===== config.mk =====
export PLATFORM = sky130hd
export DESIGN_NAME = bcd_highscore_tracker
export DESIGN_NICKNAME = d
export VERILOG_FILES = /design/src/rtl/bcd_highscore_tracker.sv
export SDC_FILE = /design/constraint.sdc
export NUM_CORES = 1
export LEC_CHECK = 0
export ABC_AREA = 1
export CAP_MARGIN = 15
export CORE_ASPECT_RATIO = 0.8
export CORE_MARGIN = 8
export CORE_UTILIZATION = 30
export CTS_BUF_LIST = sky130_fd_sc_hd__clkbuf_2 sky130_fd_sc_hd__clkbuf_4 sky130_fd_sc_hd__clkbuf_8
export DETAILED_ROUTE_END_ITERATION = 12
export PLACE_DENSITY = 0.61
export SYNTH_ARGS = -nofsm -noshare
export SYNTH_HDL_FRONTEND = slang
export SYNTH_SLANG_ARGS = --single-unit

===== constraint.sdc =====
create_clock -name clock -period 2.81 [get_ports clock]
set_input_delay 0.7025 -clock clock [delete_from_list [all_inputs] [get_ports clock]]
set_output_delay 0.7025 -clock clock [all_outputs]
set_load 0.01 [all_outputs]

===== src/rtl/bcd_highscore_tracker.sv =====
// High-score register for the BCD counter chain: compares a final score MSD-first, one digit
// per cycle, and keeps it when strictly greater. Optional digit validation: BCD_VALIDATE_EN.
module bcd_highscore_tracker #(
    parameter int DIGITS = 4
) (
    input  logic                  clock,
    input  logic                  clear,
    input  logic                  game_over,
    input  logic [4*DIGITS-1:0]   score,
    input  logic                  show_high,
    output logic [4*DIGITS-1:0]   highscore,
    output logic                  load_out,
    output logic                  busy,
    output logic                  done,
    output logic                  new_record,
    output logic                  error
);

    localparam int IDX_W = (DIGITS > 1) ? $clog2(DIGITS) : 1;
    localparam logic [IDX_W-1:0] IDX_MSD = IDX_W'(DIGITS - 1);

    localparam logic [1:0] ST_IDLE = 2'd0;
    localparam logic [1:0] ST_CMP  = 2'd1;
    localparam logic [1:0] ST_WR   = 2'd2;
    localparam logic [1:0] ST_DONE = 2'd3;

    logic [1:0]            state_reg;
    logic [4*DIGITS-1:0]   snapshot_reg;
    logic [4*DIGITS-1:0]   highscore_reg;
    logic [IDX_W-1:0]      index_reg;
    logic                  record_reg;
    logic                  load_reg;

    logic [3:0] snap_digit [DIGITS];
    logic [3:0] high_digit [DIGITS];
    logic [3:0] snap_cur;
    logic [3:0] high_cur;

`ifdef BCD_VALIDATE_EN
    logic                  error_reg;
    logic [DIGITS-1:0]     digit_bad;
    logic                  score_bad;
`endif

    genvar gi;
    generate
        for (gi = 0; gi < DIGITS; gi++) begin : g_digit
            assign snap_digit[gi] = snapshot_reg[4*gi +: 4];
            assign high_digit[gi] = highscore_reg[4*gi +: 4];
`ifdef BCD_VALIDATE_EN
            assign digit_bad[gi]  = (score[4*gi +: 4] > 4'd9);
`endif
        end
    endgenerate

`ifdef BCD_VALIDATE_EN
    assign score_bad = |digit_bad;
`endif

    assign snap_cur = snap_digit[index_reg];
    assign high_cur = high_digit[index_reg];

    always_ff @(posedge clock) begin
        if (clear) begin
            state_reg     <= ST_IDLE;
            snapshot_reg  <= '0;
            highscore_reg <= '0;
            index_reg     <= '0;
            record_reg    <= 1'b0;
            load_reg      <= 1'b0;
`ifdef BCD_VALIDATE_EN
            error_reg     <= 1'b0;
`endif
        end else begin
            load_reg <= 1'b0;
            case (state_reg)
                ST_IDLE: begin
                    if (game_over) begin
                        snapshot_reg <= score;
                        index_reg    <= IDX_MSD;
                        record_reg   <= 1'b0;
`ifdef BCD_VALIDATE_EN
                        // An invalid score skips the compare so it can never be written back.
                        error_reg    <= score_bad;
                        state_reg    <= score_bad ? ST_DONE : ST_CMP;
`else
                        state_reg    <= ST_CMP;
`endif
                    end else if (show_high) begin
                        load_reg <= 1'b1;
                    end
                end
                ST_CMP: begin
                    if (snap_cur > high_cur) begin
                        state_reg <= ST_WR;
                    end else if (snap_cur < high_cur) begin
                        state_reg <= ST_DONE;
                    end else if (index_reg == '0) begin
                        state_reg <= ST_DONE;
                    end else begin
                        index_reg <= index_reg - 1'b1;
                    end
                end
                ST_WR: begin
                    highscore_reg <= snapshot_reg;
                    record_reg    <= 1'b1;
                    state_reg     <= ST_DONE;
                end
                default: begin
                    state_reg <= ST_IDLE;
                end
            endcase
        end
    end

    assign highscore  = highscore_reg;
    assign load_out   = load_reg;
    assign busy       = (state_reg != ST_IDLE);
    assign done       = (state_reg == ST_DONE);
    assign new_record = done & record_reg;
`ifdef BCD_VALIDATE_EN
    assign error      = done & error_reg;
`else
    assign error      = 1'b0;
`endif

endmodule


Yosys cells after proc, flatten, opt, wreduce, memory -nomap -nowiden

Cells that the tools add are included.
W data, S select, Z words.

Logic and storage cells: 50
Input port bits: 20
Register bits after elaboration: 38

Multiplexer cells: 19
Bitwise operators: 3
Add/sub/neg operators: 1
Reduce and logical (&&, ||, !) cells: 10
Equality and inequality tests: 8
Magnitude comparators: 3

Operator list:

| cell                  | count |
|---|---|
| $bmux W4 S2           | 2 |
| $mux W2               | 8 |
| $mux W4               | 4 |
| $ne A2 B2 Y1 const B  | 4 |
| $pmux W2 S3           | 1 |
| $reduce_and A2 Y1     | 3 |
| $reduce_bool A2 Y1    | 3 |
| $reduce_and A5 Y1     | 1 |
| $eq A2 B2 Y1 const B  | 2 |
| $gt A4 B4 Y1          | 1 |
| $logic_not A2 Y1      | 2 |
| $lt A4 B4 Y1          | 1 |
| $ne A4 B4 Y1 const B  | 1 |
| $pmux W2 S2           | 1 |
| $ge A3 B3 Y1 const B  | 1 |
| $not A2 Y3            | 1 |
| $reduce_or A3 Y1      | 1 |
| $eq A2 B1 Y1 const B  | 1 |
| $mux W1               | 2 |
| $pmux W1 S2           | 1 |
| $sub A2 B1 Y2 const B | 1 |
| $and A1 B1 Y1         | 1 |
| $not A1 Y1            | 1 |

Longest topological paths before layout

Gate-level depths: netlist of run 1.

Depth in word-level cells: 8
Mapped depth: 16

Least setup slack after synthesis of run 1

Ideal clock, no wire load.

Path kind: register -> register
From: register index_reg[0]
To: register state_reg[0]
Buffers on the path: 2
Arrival: 1.827 ns
Setup time: 0.070 ns
Stages on the path, launching flop included: 13
Path slack: 0.914 ns
Data required time: 2.740 ns
Cells stage by stage: dfxtp_1 > buf_2 > buf_1 > o21ai_1 > o22ai_1 > ha_1 > a21oi_1 > nand2_1 > nand2_1 > nand2_2 > nor2_1 > nand2_1 > a21oi_1

Word-level cells in the longest chain between the ends: 8
Elaborated cells between the ends (all ways): 15
Classes of those cells: order compare: 2; eq/ne: 1; mux: 9; bitwise: 1; reduce/logical: 2

RTL lines:

| item                                            | RTL line | source |
|---|---|---|
| from (decl)                                     | 30       | `logic [IDX_W-1:0] index_reg;` |
| from (signal assigned)                          | 101      | `index_reg <= index_reg - 1'b1;` |
| $not A2 Y3 (not written as such)                | 60, 61   |  |
| $bmux W4 S2, on equally long branches           | 60, 61   |  |
| $mux W4, on equally long branches (2 in series) | 60, 61   |  |
| $lt A4 B4 Y1                                    | 96       | `end else if (snap_cur < high_cur) begin` |
| $mux W2                                         | 96       |  |
| $mux W2                                         | 94       | `if (snap_cur > high_cur) begin` |
| $pmux W2 S3                                     | 76       | `case (state_reg)` |
| to (signal assigned)                            | 95       | `state_reg <= ST_WR;` |
| to (signal assigned)                            | 97       | `state_reg <= ST_DONE;` |
| to (signal assigned)                            | 99       | `state_reg <= ST_DONE;` |
| to (decl)                                       | 27       | `logic [1:0] state_reg;` |

Parallel ways exist; a longest one is shown, timed or not. The select of a mux whose other input is x is not followed.
A chain may end at the register's enable or synchronous reset.

Worst setup path after layout of run 1

From: register state_reg[0]
To: output busy

Word-level cells in the longest chain between the ends: 1

RTL lines:

| item                   | RTL line | source |
|---|---|---|
| from (signal assigned) | 65       | `state_reg <= ST_IDLE;` |
| from (signal assigned) | 87       | `state_reg <= ST_CMP;` |
| from (signal assigned) | 95       |  |
| $reduce_bool A2 Y1     | 118      | `assign busy = (state_reg != ST_IDLE);` |
| to (decl)              | 13       | `output logic busy,` |

No other way between the ends.

==> out/results.ini, run 1 <==
[outcome]
status = completed

[sta]
holdWs_ns = 0.4804
period_share = 0.8230
finalCriticalPeriod_ns = 2.313
hold_viol = 0
setup_viol = 0
final_max_slew_viol_count = 0
max_freq_mhz = 432.4
rsz0062_at_grt = no
skew_ns = 0.009864
setup-tns-final_ns = 0

[pwr]
power.share.sequential = 0.346
vdd_drop_max_uv = 358.2
clkPwrFrac = 0.166
p_comb_frac = 0.488
switching_power_w = 0.001067
p_int_w = 0.001538
swShare = 0.4097
powerDensity_nw_per_um2 = 1113
p_total_w = 0.002605
p_leak_nw = 0.9923

[synth]
synth_cells = 252
synthSimpleGateAreaFrac = 0.2542
synthXorXnorAreaFrac = 0
synth.area.mux_share = 0
seq_area_frac_synth = 0.4282
ys_types = 21
synth-warning-count = 0
syn_avg_cell_area_um2 = 7.050
ys_seq_elements = 38
synth_nets = 282
synth_top_family_by_area = simple AND/OR/NAND/NOR gates
synth_compound_area_frac = 0.1803
synthAdderAreaFrac = 0.07042
syn_area_um2 = 1777

[routing]
dr.pass1.iters = 4
wl_um = 4674
vias = 1695
dr.max_layer_used = met4
drcViolationCount = 0
wl_met1_um = 2294
wl_met2_um = 2025
wl_met3_um = 299
postRouteAntennaNets = 0
drt-initial-drc-count = 115
wl_per_cell_um = 12.63
via_per_inst = 4.581

[placement]
port_buffers = 39
placedCellCount = 362
dp_hpwl_um = 3523
gp_congestion = 0.7874

[global_route]
grt_pass1_vias = 1645
grt-ovfl-total = 0
grt_pass1_wl_um = 7886
grt_start_max_net_pins = 35
grt_util_all_layers = 0.1139
antenna_found_initial = 0

[worst_setup_path]
reg2reg_from = index_reg[0]
critPathArrivalTime_ns = 1.61
crit_path_start = state_reg[0]
required_ns = 2.11
ff2ff_path_depth = 11
path_max_fanout = 5
endpoint_kind = primary output
critPathKind = reg2out
r2r_end = state_reg[0]
crit_end = busy
cp-start-kind = flop
r2r_slack_ns = 0.81

[die]
die_w_um = 102.0
die_area_um2 = 8656
io_pins = 41
die_y_um = 84.83
initial_core_util = 0.3054
coreArea_um2 = 5818
fp-row-count = 25

[cells_and_area]
finalNonFillerCells = 370
finalCoreUtilization = 0.4024
final_cell_mix = nor2_1, clkdlybuf4s50_1, dfxtp_1
areaGrowthSynthToFinish_pct = 31.76
diodes = 0
layout-drive-gt1-share = 0.07266
layout_commonest_cell = nor2_1
final_nets = 318
regArea_um2 = 760.7
multi_input_area_um2 = 900.9
fillCellCount = 631

[clock_tree]
cts_resized = 0
path_clk_slew_ns = 0.07
post_cts_buffers = 0
htree_levels = 2
cts_hold_buffers = 0
clock_latency_ns = 0.29
cts_tree = done
cts_buffers = 5
clock-sinks = 38
clock_path_buffers = 2
cts-root-buf = clkbuf_8

[run]
drv_cap = 0

[worst_hold_path]
hold_path_class = reg2reg

[per-layer routing]
layer,global-route usage,vias to the layer above
met3,0.02453,5
met4,0.03590,0
li1,-,888
met1,0.1547,755
met2,0.1732,47
met5,0,-
[power groups by stage]
| stage | registers, W | logic, W | clock network, W |
|---|---|---|---|
| 2_1_floorplan | 0.000894 | 0.000820 | 0 |
| 3_3_place_gp | 0.000912 | 0.00125 | 0 |
| 3_5_place_dp | 0.000913 | 0.00126 | 0 |
| 4_1_cts | 0.000902 | 0.00128 | 0.000446 |
| 5_1_grt | 0.000930 | 0.00145 | 0.000466 |
| 6_report | 0.000902 | 0.00127 | 0.000431 |
[cell usage after synthesis]
library cell	instances	area, um2
a21oi_1	10	50.05
a32o_1	4	40.04
buf_1	2	7.510
buf_2	6	30.03
buf_4	1	7.510
clkbuf_1	4	15.01
conb_1	1	3.750
dfxtp_1	38	760.7
ha_1	10	125.1
inv_1	6	22.52
inv_2	7	26.28
inv_4	1	6.260
nand2_1	34	127.6
nand2_2	2	12.51
nand3_1	2	10.01
nand4_1	1	6.260
nor2_1	77	289.0
o21ai_0	14	70.07
o21ai_1	27	135.1
o22ai_1	4	25.02
or2_0	1	6.260
[area by class of cell]
cell class                 instances  area share
multi-input combinational        187      0.3848
tap                               81     0.04329
sequential                        38      0.3250
timing repair buffer              42      0.1764
clock buffer                       8     0.04703
inverter                          14     0.02352
[worst min-delay path by stage]
stage / start / end / slack (ns) / cells after the start
4_1_cts: record_reg / record_reg / 0.49 / 2
2_1_floorplan: record_reg / record_reg / 0.44 / 2
3_3_place_gp: record_reg / record_reg / 0.46 / 2
3_5_place_dp: record_reg / record_reg / 0.48 / 2
5_1_grt: record_reg / record_reg / 0.51 / 2
6_report: record_reg / record_reg / 0.48 / 2
[worst max-delay path, stage by stage, from the launching register on]
cell and delay (ns):
dfxtp_1 0.40, inv_1 0.09, ha_1 0.25, inv_2 0.07, clkdlybuf4s50_1 0.53
[stage by stage]
stage | setup slack [ns] | instance area, um2
6_report | 0.4974 | 2341
5_1_grt | 0.4196 | 2341
4_1_cts | 0.4823 | 2341
3_5_place_dp | 0.7784 | 2231
3_3_place_gp | 0.7586 | 2231
2_1_floorplan | 0.9136 | 1777
[logic make-up (layout without fill, tap and decap cells)]
kind of cell,count (synthesis),count (layout)
compound gates,59,59
flops,38,38
fa+ha+maj,10,10
simple gates,117,117
buf+inv,27,64
other cells,1,1
No activity file was read; power rests on OpenSTA's default activity.
==> inputs of run 2 (changes only) <==
--- a/config.mk
+++ b/config.mk
@@ -12,7 +12,7 @@
 export CORE_UTILIZATION = 30
 export CTS_BUF_LIST = sky130_fd_sc_hd__clkbuf_2 sky130_fd_sc_hd__clkbuf_4 sky130_fd_sc_hd__clkbuf_8
 export DETAILED_ROUTE_END_ITERATION = 12
-export PLACE_DENSITY = 0.61
+export PLACE_DENSITY = 0.63
 export SYNTH_ARGS = -nofsm -noshare
 export SYNTH_HDL_FRONTEND = slang
 export SYNTH_SLANG_ARGS = --single-unit
==> constraint.sdc (replaced) <==
create_clock -name clock -period 1.9 [get_ports clock]
set_input_delay 0.475 -clock clock [delete_from_list [all_inputs] [get_ports clock]]
set_output_delay 0.475 -clock clock [all_outputs]
set_load 0.01 [all_outputs]
==> out/results.ini, run 2 (same netlist as run 1, synthesis figures left out) <==
[outcome]
status = completed

[cells_and_area]
final_cell_mix = nor2_1, clkdlybuf4s50_1, dfxtp_1
finalNonFillerCells = 382  ; +3.2%
final_nets = 330  ; +3.8%
diodes = 0  ; unchanged
fillCellCount = 615  ; -2.5%
multi_input_area_um2 = 950.9  ; +5.6%
regArea_um2 = 769.5  ; +1.2%
layout_commonest_cell = nor2_1
final_area_um2 = 2489  ; +6.3%
areaGrowthSynthToFinish_pct = 40.07
layout-drive-gt1-share = 0.1561  ; +0.08348

[routing]
wl_um = 4965  ; +6.2%
vias = 1751  ; +3.3%
drt-initial-drc-count = 153  ; +33%
dr.pass1.iters = 4  ; unchanged
postRouteAntennaNets = 0  ; unchanged
wl_per_cell_um = 13.00  ; +2.9%
via_per_inst = 4.584  ; about the same
drcViolationCount = 0  ; unchanged

[global_route]
grt_pass1_vias = 1680  ; +2.1%
grt_start_max_net_pins = 18  ; -49%
grt-ovfl-total = 0  ; unchanged
grt_util_all_layers = 0.1172  ; +0.003384
antenna_found_initial = 0  ; unchanged
grt_pass1_wl_um = 8128  ; +3.1%

[placement]
port_buffers = 39  ; unchanged
dpl-instance-area_um2 = 2313  ; +3.7%
dp_hpwl_um = 3677  ; +4.3%
gp_congestion = 0.9075  ; +15%
placedCellCount = 373  ; +3.0%

[worst_hold_path]
hold_path_class = reg2reg
min_path_cells = 2  ; unchanged

[sta]
max_freq_mhz = 531.4
hold_viol = 0  ; unchanged
rsz0062_at_grt = yes
period_share = 0.9905
finalCriticalPeriod_ns = 1.882
setup-tns-final_ns = 0  ; unchanged
skew_ns = 0.01043  ; +0.0005623 ns
setup_viol = 0  ; unchanged
final_max_slew_viol_count = 0  ; unchanged

[pwr]
p_comb_frac = 0.526  ; +0.038
clkPwrFrac = 0.143  ; -0.023
p_total_w = 0.004080  ; +57%
power.share.sequential = 0.330  ; -0.016
swShare = 0.4167  ; +0.006983
p_leak_nw = 1.070  ; +7.8%
switching_power_w = 0.001700  ; +59%
p_int_w = 0.002380  ; +55%
powerDensity_nw_per_um2 = 1640  ; +47%
vdd_drop_max_uv = 496.1  ; +38%

[worst_setup_path]
endpoint_kind = flop
crit_end = state_reg[0]
crit_path_start = index_reg[0]
r2r_end = state_reg[0]
path_max_fanout = 5  ; unchanged
cp-start-kind = flop
reg2reg_from = index_reg[0]
critPathArrivalTime_ns = 2.10  ; +0.49 ns
ff2ff_path_depth = 13  ; +2
critPathKind = reg2reg
r2r_slack_ns = 0.02  ; -0.79 ns
required_ns = 2.12  ; about the same

[clock_tree]
post_cts_buffers = 0  ; unchanged
path_clk_slew_ns = 0.08  ; about the same
cts_tree = done
cts_buffers = 5  ; unchanged
clock_path_buffers = 2  ; unchanged
clock_latency_ns = 0.29  ; about the same
htree_levels = 2  ; unchanged
cts-root-buf = clkbuf_8
clock-sinks = 38  ; unchanged

[run]
drv_cap = 0  ; unchanged

[die]
die_w_um = 102.0  ; unchanged
io_pins = 41  ; unchanged
fp-row-count = 25  ; unchanged
die_y_um = 84.83  ; unchanged
initial_core_util = 0.3054  ; unchanged
die_area_um2 = 8656  ; unchanged
coreArea_um2 = 5818  ; unchanged

-- run 2: final cells by class --
class	instances	area share
well taps	81	0.04072
clock buffers	7	0.03620
repair buffers	54	0.2046
clock inverters	1	0.002011
multi-input cells	187	0.3821
inverters	14	0.02514
flip-flops and latches	38	0.3092
-- run 2: power groups by stage --
stage                     Combinational [W]  Sequential (W)  Clock [W]
after floorplan                     0.00121         0.00132          0
after global placement              0.00195         0.00133          0
after detailed placement            0.00197         0.00133          0
after CTS                           0.00198         0.00133   0.000592
after global routing                0.00243         0.00138   0.000635
final                               0.00215         0.00135   0.000584
-- run 2: worst max-delay path, cell delays in order (launching register included) --
cell and delay (ns):
dfxtp_4 0.42, buf_2 0.19, o21ai_1 0.07, o22ai_1 0.23, ha_4 0.24, nand2_1 0.06
inv_1 0.04, nand2_1 0.08, nand2_2 0.07, nand2_2 0.09, nand2_2 0.08, nor2_2 0.08
nand2_1 0.05, a21oi_1 0.11
-- run 2: how the worst min path moves through the flow --
| stage | from | endpoint | slack [ns] |
|---|---|---|---|
| detailed placement | record_reg | record_reg | 0.46 |
| global placement | record_reg | record_reg | 0.45 |
| global route | record_reg | record_reg | 0.50 |
| finish | record_reg | record_reg | 0.47 |
| CTS | record_reg | record_reg | 0.47 |
| floorplan | record_reg | record_reg | 0.44 |
-- run 2: repair_timing --
| item | 4_1_cts | 5_1_grt |
|---|---|---|
| hold buffers | 0 | 0 |
| gates cloned | 0 | 1 |
| resized for setup | 7 | 17 |
| setup endpoints to repair | 6 | 4 |
| pin swaps | 0 | 11 |
-- run 2: per-stage QoR --
stage / hold slack (ns) / utilization / worst slack, ns
3_5_place_dp: 0.4570 / 0.3976 / -0.009393
6_report: 0.4678 / 0.4277 / 0.01804
3_3_place_gp: 0.4524 / 0.3976 / 0.04615
2_1_floorplan: 0.4387 / - / 0.003620
5_1_grt: 0.5008 / 0.4277 / -0.1084
4_1_cts: 0.4694 / 0.4151 / 0.01435
-- run 2: per-layer routing --
metal | vias to the layer above | share of wire | GRT usage
met4 | 0 | 0.014 | 0.04388
li1 | 915 | - | -
met2 | 43 | 0.43 | 0.1691
met3 | 5 | 0.059 | 0.03189
met1 | 788 | 0.49 | 0.1604
met5 | - | 0 | 0
==> inputs of run 3 (changes only) <==
--- a/config.mk
+++ b/config.mk
@@ -8,7 +8,6 @@
 export ABC_AREA = 1
 export CAP_MARGIN = 15
 export CORE_ASPECT_RATIO = 0.8
-export CORE_MARGIN = 8
 export CORE_UTILIZATION = 30
 export CTS_BUF_LIST = sky130_fd_sc_hd__clkbuf_2 sky130_fd_sc_hd__clkbuf_4 sky130_fd_sc_hd__clkbuf_8
 export DETAILED_ROUTE_END_ITERATION = 12
==> out/results.ini, run 3 (same netlist as run 1, synthesis figures left out) <==
[outcome]
status = finished, violations left
violations = negative setup slack

[cells_and_area]
layout-drive-gt1-share = 0.1462  ; -0.009967
final_cell_mix = nor2_1, clkdlybuf4s50_1, dfxtp_1
areaGrowthSynthToFinish_pct = 41.06
final_nets = 330  ; unchanged
diodes = 0  ; unchanged
layout_commonest_cell = nor2_1
final_area_um2 = 2506  ; +0.70%
finalCoreUtilization = 0.4487  ; +0.02096

[clock_tree]
cts_hold_buffers = 0  ; unchanged
htree_levels = 2  ; unchanged
cts_buffers = 5  ; unchanged
cts_tree = done
clock_path_buffers = 2  ; unchanged
clock-sinks = 38  ; unchanged
cts-root-buf = clkbuf_8
path_clk_slew_ns = 0.07  ; about the same
clock_latency_ns = 0.29  ; about the same

[sta]
setup-tns-final_ns = -0.2528  ; -0.2528 ns
finalCriticalPeriod_ns = 2.002  ; +0.1201 ns
setup_ws_ns = -0.1021  ; -0.1201 ns
max_freq_mhz = 499.5  ; -6.0%
hold_viol = 0  ; unchanged
skew_ns = 0.003508  ; -0.006918 ns
rsz0062_at_grt = yes
final_max_slew_viol_count = 0  ; unchanged
period_share = 1.054  ; +0.06323
setup_viol = 4  ; +4

[global_route]
grt_pass1_vias = 1594  ; -5.1%
gr-max-usage-layer = met1
grt_pass1_wl_um = 7610  ; -6.4%
met2_usage = 0.2274  ; +0.05827
grt_use_met1 = 0.2303  ; +0.06985
grt-ovfl-total = 0  ; unchanged
antenna_found_initial = 0  ; unchanged
grt_util_all_layers = 0.1589  ; +0.04165
use_met3 = 0.03851  ; +0.006618
grt_start_max_net_pins = 21  ; +3

[die]
die_area_um2 = 6236  ; -28%
fp-row-count = 24  ; -4.0%
die_y_um = 70.83  ; -17%
coreArea_um2 = 5585  ; -4.0%
io_pins = 41  ; unchanged
die_w_um = 88.04  ; -14%
initial_core_util = 0.3181  ; +0.01272

[worst_setup_path]
cp_top_family = simple AND/OR/NAND/NOR gates
path_max_fanout = 5  ; unchanged
path_cells = buf_6 -> nand2_1 -> a32o_1 -> ha_4 -> nand4_1 -> nor2_2 -> nand2_2 -> nand2_2 -> nand3_1 -> a21oi_1
worst_path_max_delay_cell = dfxtp_4
critPathKind = reg2reg
cp_common_cell = nand2_2
cp-start-kind = flop
crit_buf_inv = 1  ; -1
required_ns = 2.11  ; about the same
critPathArrivalTime_ns = 2.21  ; +0.11 ns
worst_path_largest_cell_delay_ns = 0.42  ; about the same
endpoint_kind = flop

[pwr]
powerDensity_nw_per_um2 = 1656  ; +0.97%
p_leak_nw = 1.072  ; +0.21%
vdd_drop_max_uv = 569.7  ; +15%

[routing]
wl_per_cell_um = 12.69  ; -2.4%
vias = 1771  ; +1.1%
postRouteAntennaNets = 0  ; unchanged
drcViolationCount = 0  ; unchanged
via_per_inst = 4.673  ; +1.9%
wl_um = 4810  ; -3.1%
dr.pass1.iters = 4  ; unchanged
drt-initial-drc-count = 184  ; +20%

[placement]
gp_congestion = 0.9483  ; +4.5%
dpl-instance-area_um2 = 2315  ; about the same
port_buffers = 39  ; unchanged
dp_hpwl_um = 3481  ; -5.3%

[run]
drv_cap = 0  ; unchanged

[worst_hold_path]
hold_path_class = reg2reg

-- run 3: cell types whose count changed in the layout (fill, tap and decap cells not counted), sizes merged --
cell and change:
clkbuf +1, buf -1
-- run 3: cell type report --
class	count	area [um2]
inverter	14	60.06
clock inverter	1	5.005
timing repair buffer	54	545.5
tap	78	97.59
fill	566	3079
multi-input combinational	187	938.4
clock buffer	7	90.09
sequential	38	769.5
-- run 3: worst paths after layout --
path                  endpoint          from  depth (start not counted)  slack (ns)
hold / removal      record_reg    record_reg                          2        0.47
setup / recovery  index_reg[0]  index_reg[0]                         10       -0.10
setup reg to reg  index_reg[0]  index_reg[0]                         10       -0.10
hold reg to reg     record_reg    record_reg                          2        0.47
-- run 3: layer usage --
layer | vias up | wire length [um] | share of wire
li1 | 916 | - | -
met1 | 798 | 2368 | 0.49
met2 | 50 | 2092 | 0.43
met3 | 7 | 282 | 0.059
met4 | 0 | 68 | 0.014
met5 | - | 0 | 0
-- run 3: where the power goes --
group / internal (W) / switching, W
registers: 0.00109 / 0.000263
clock network: 0.000307 / 0.000272
logic: 0.00103 / 0.00119
total: 0.00242 / 0.00173
-- run 3: through the flow --
step	instances	hold WS (ns)	worst slack [ns]	total power, W
finish	379	0.4692	-0.1021	0.004149
global route	379	0.5038	-0.1586	0.004477
CTS	377	0.4768	0.01297	0.003907
detailed placement	369	0.4645	-0.03313	0.003293
global placement	369	0.4584	0.02760	0.003265
floorplan	252	0.4387	0.003620	0.002536
-- run 3: what timing repair did --
| action | CTS | global route |
|---|---|---|
| resized for setup | 10 | 12 |
| buffers inserted | 0 | 1 |
| setup endpoints to repair | 7 | 4 |
| pin swaps | 0 | 3 |
| gates cloned | 0 | 1 |
-- run 3: worst reg2reg max path: stages (launching register included) --
cell     delay (ns)
dfxtp_4        0.42
buf_6          0.13
nand2_1        0.05
a32o_1         0.30
ha_4           0.30
nand4_1        0.15
nor2_2         0.18
nand2_2        0.09
nand2_2        0.08
nand3_1        0.07
a21oi_1        0.16
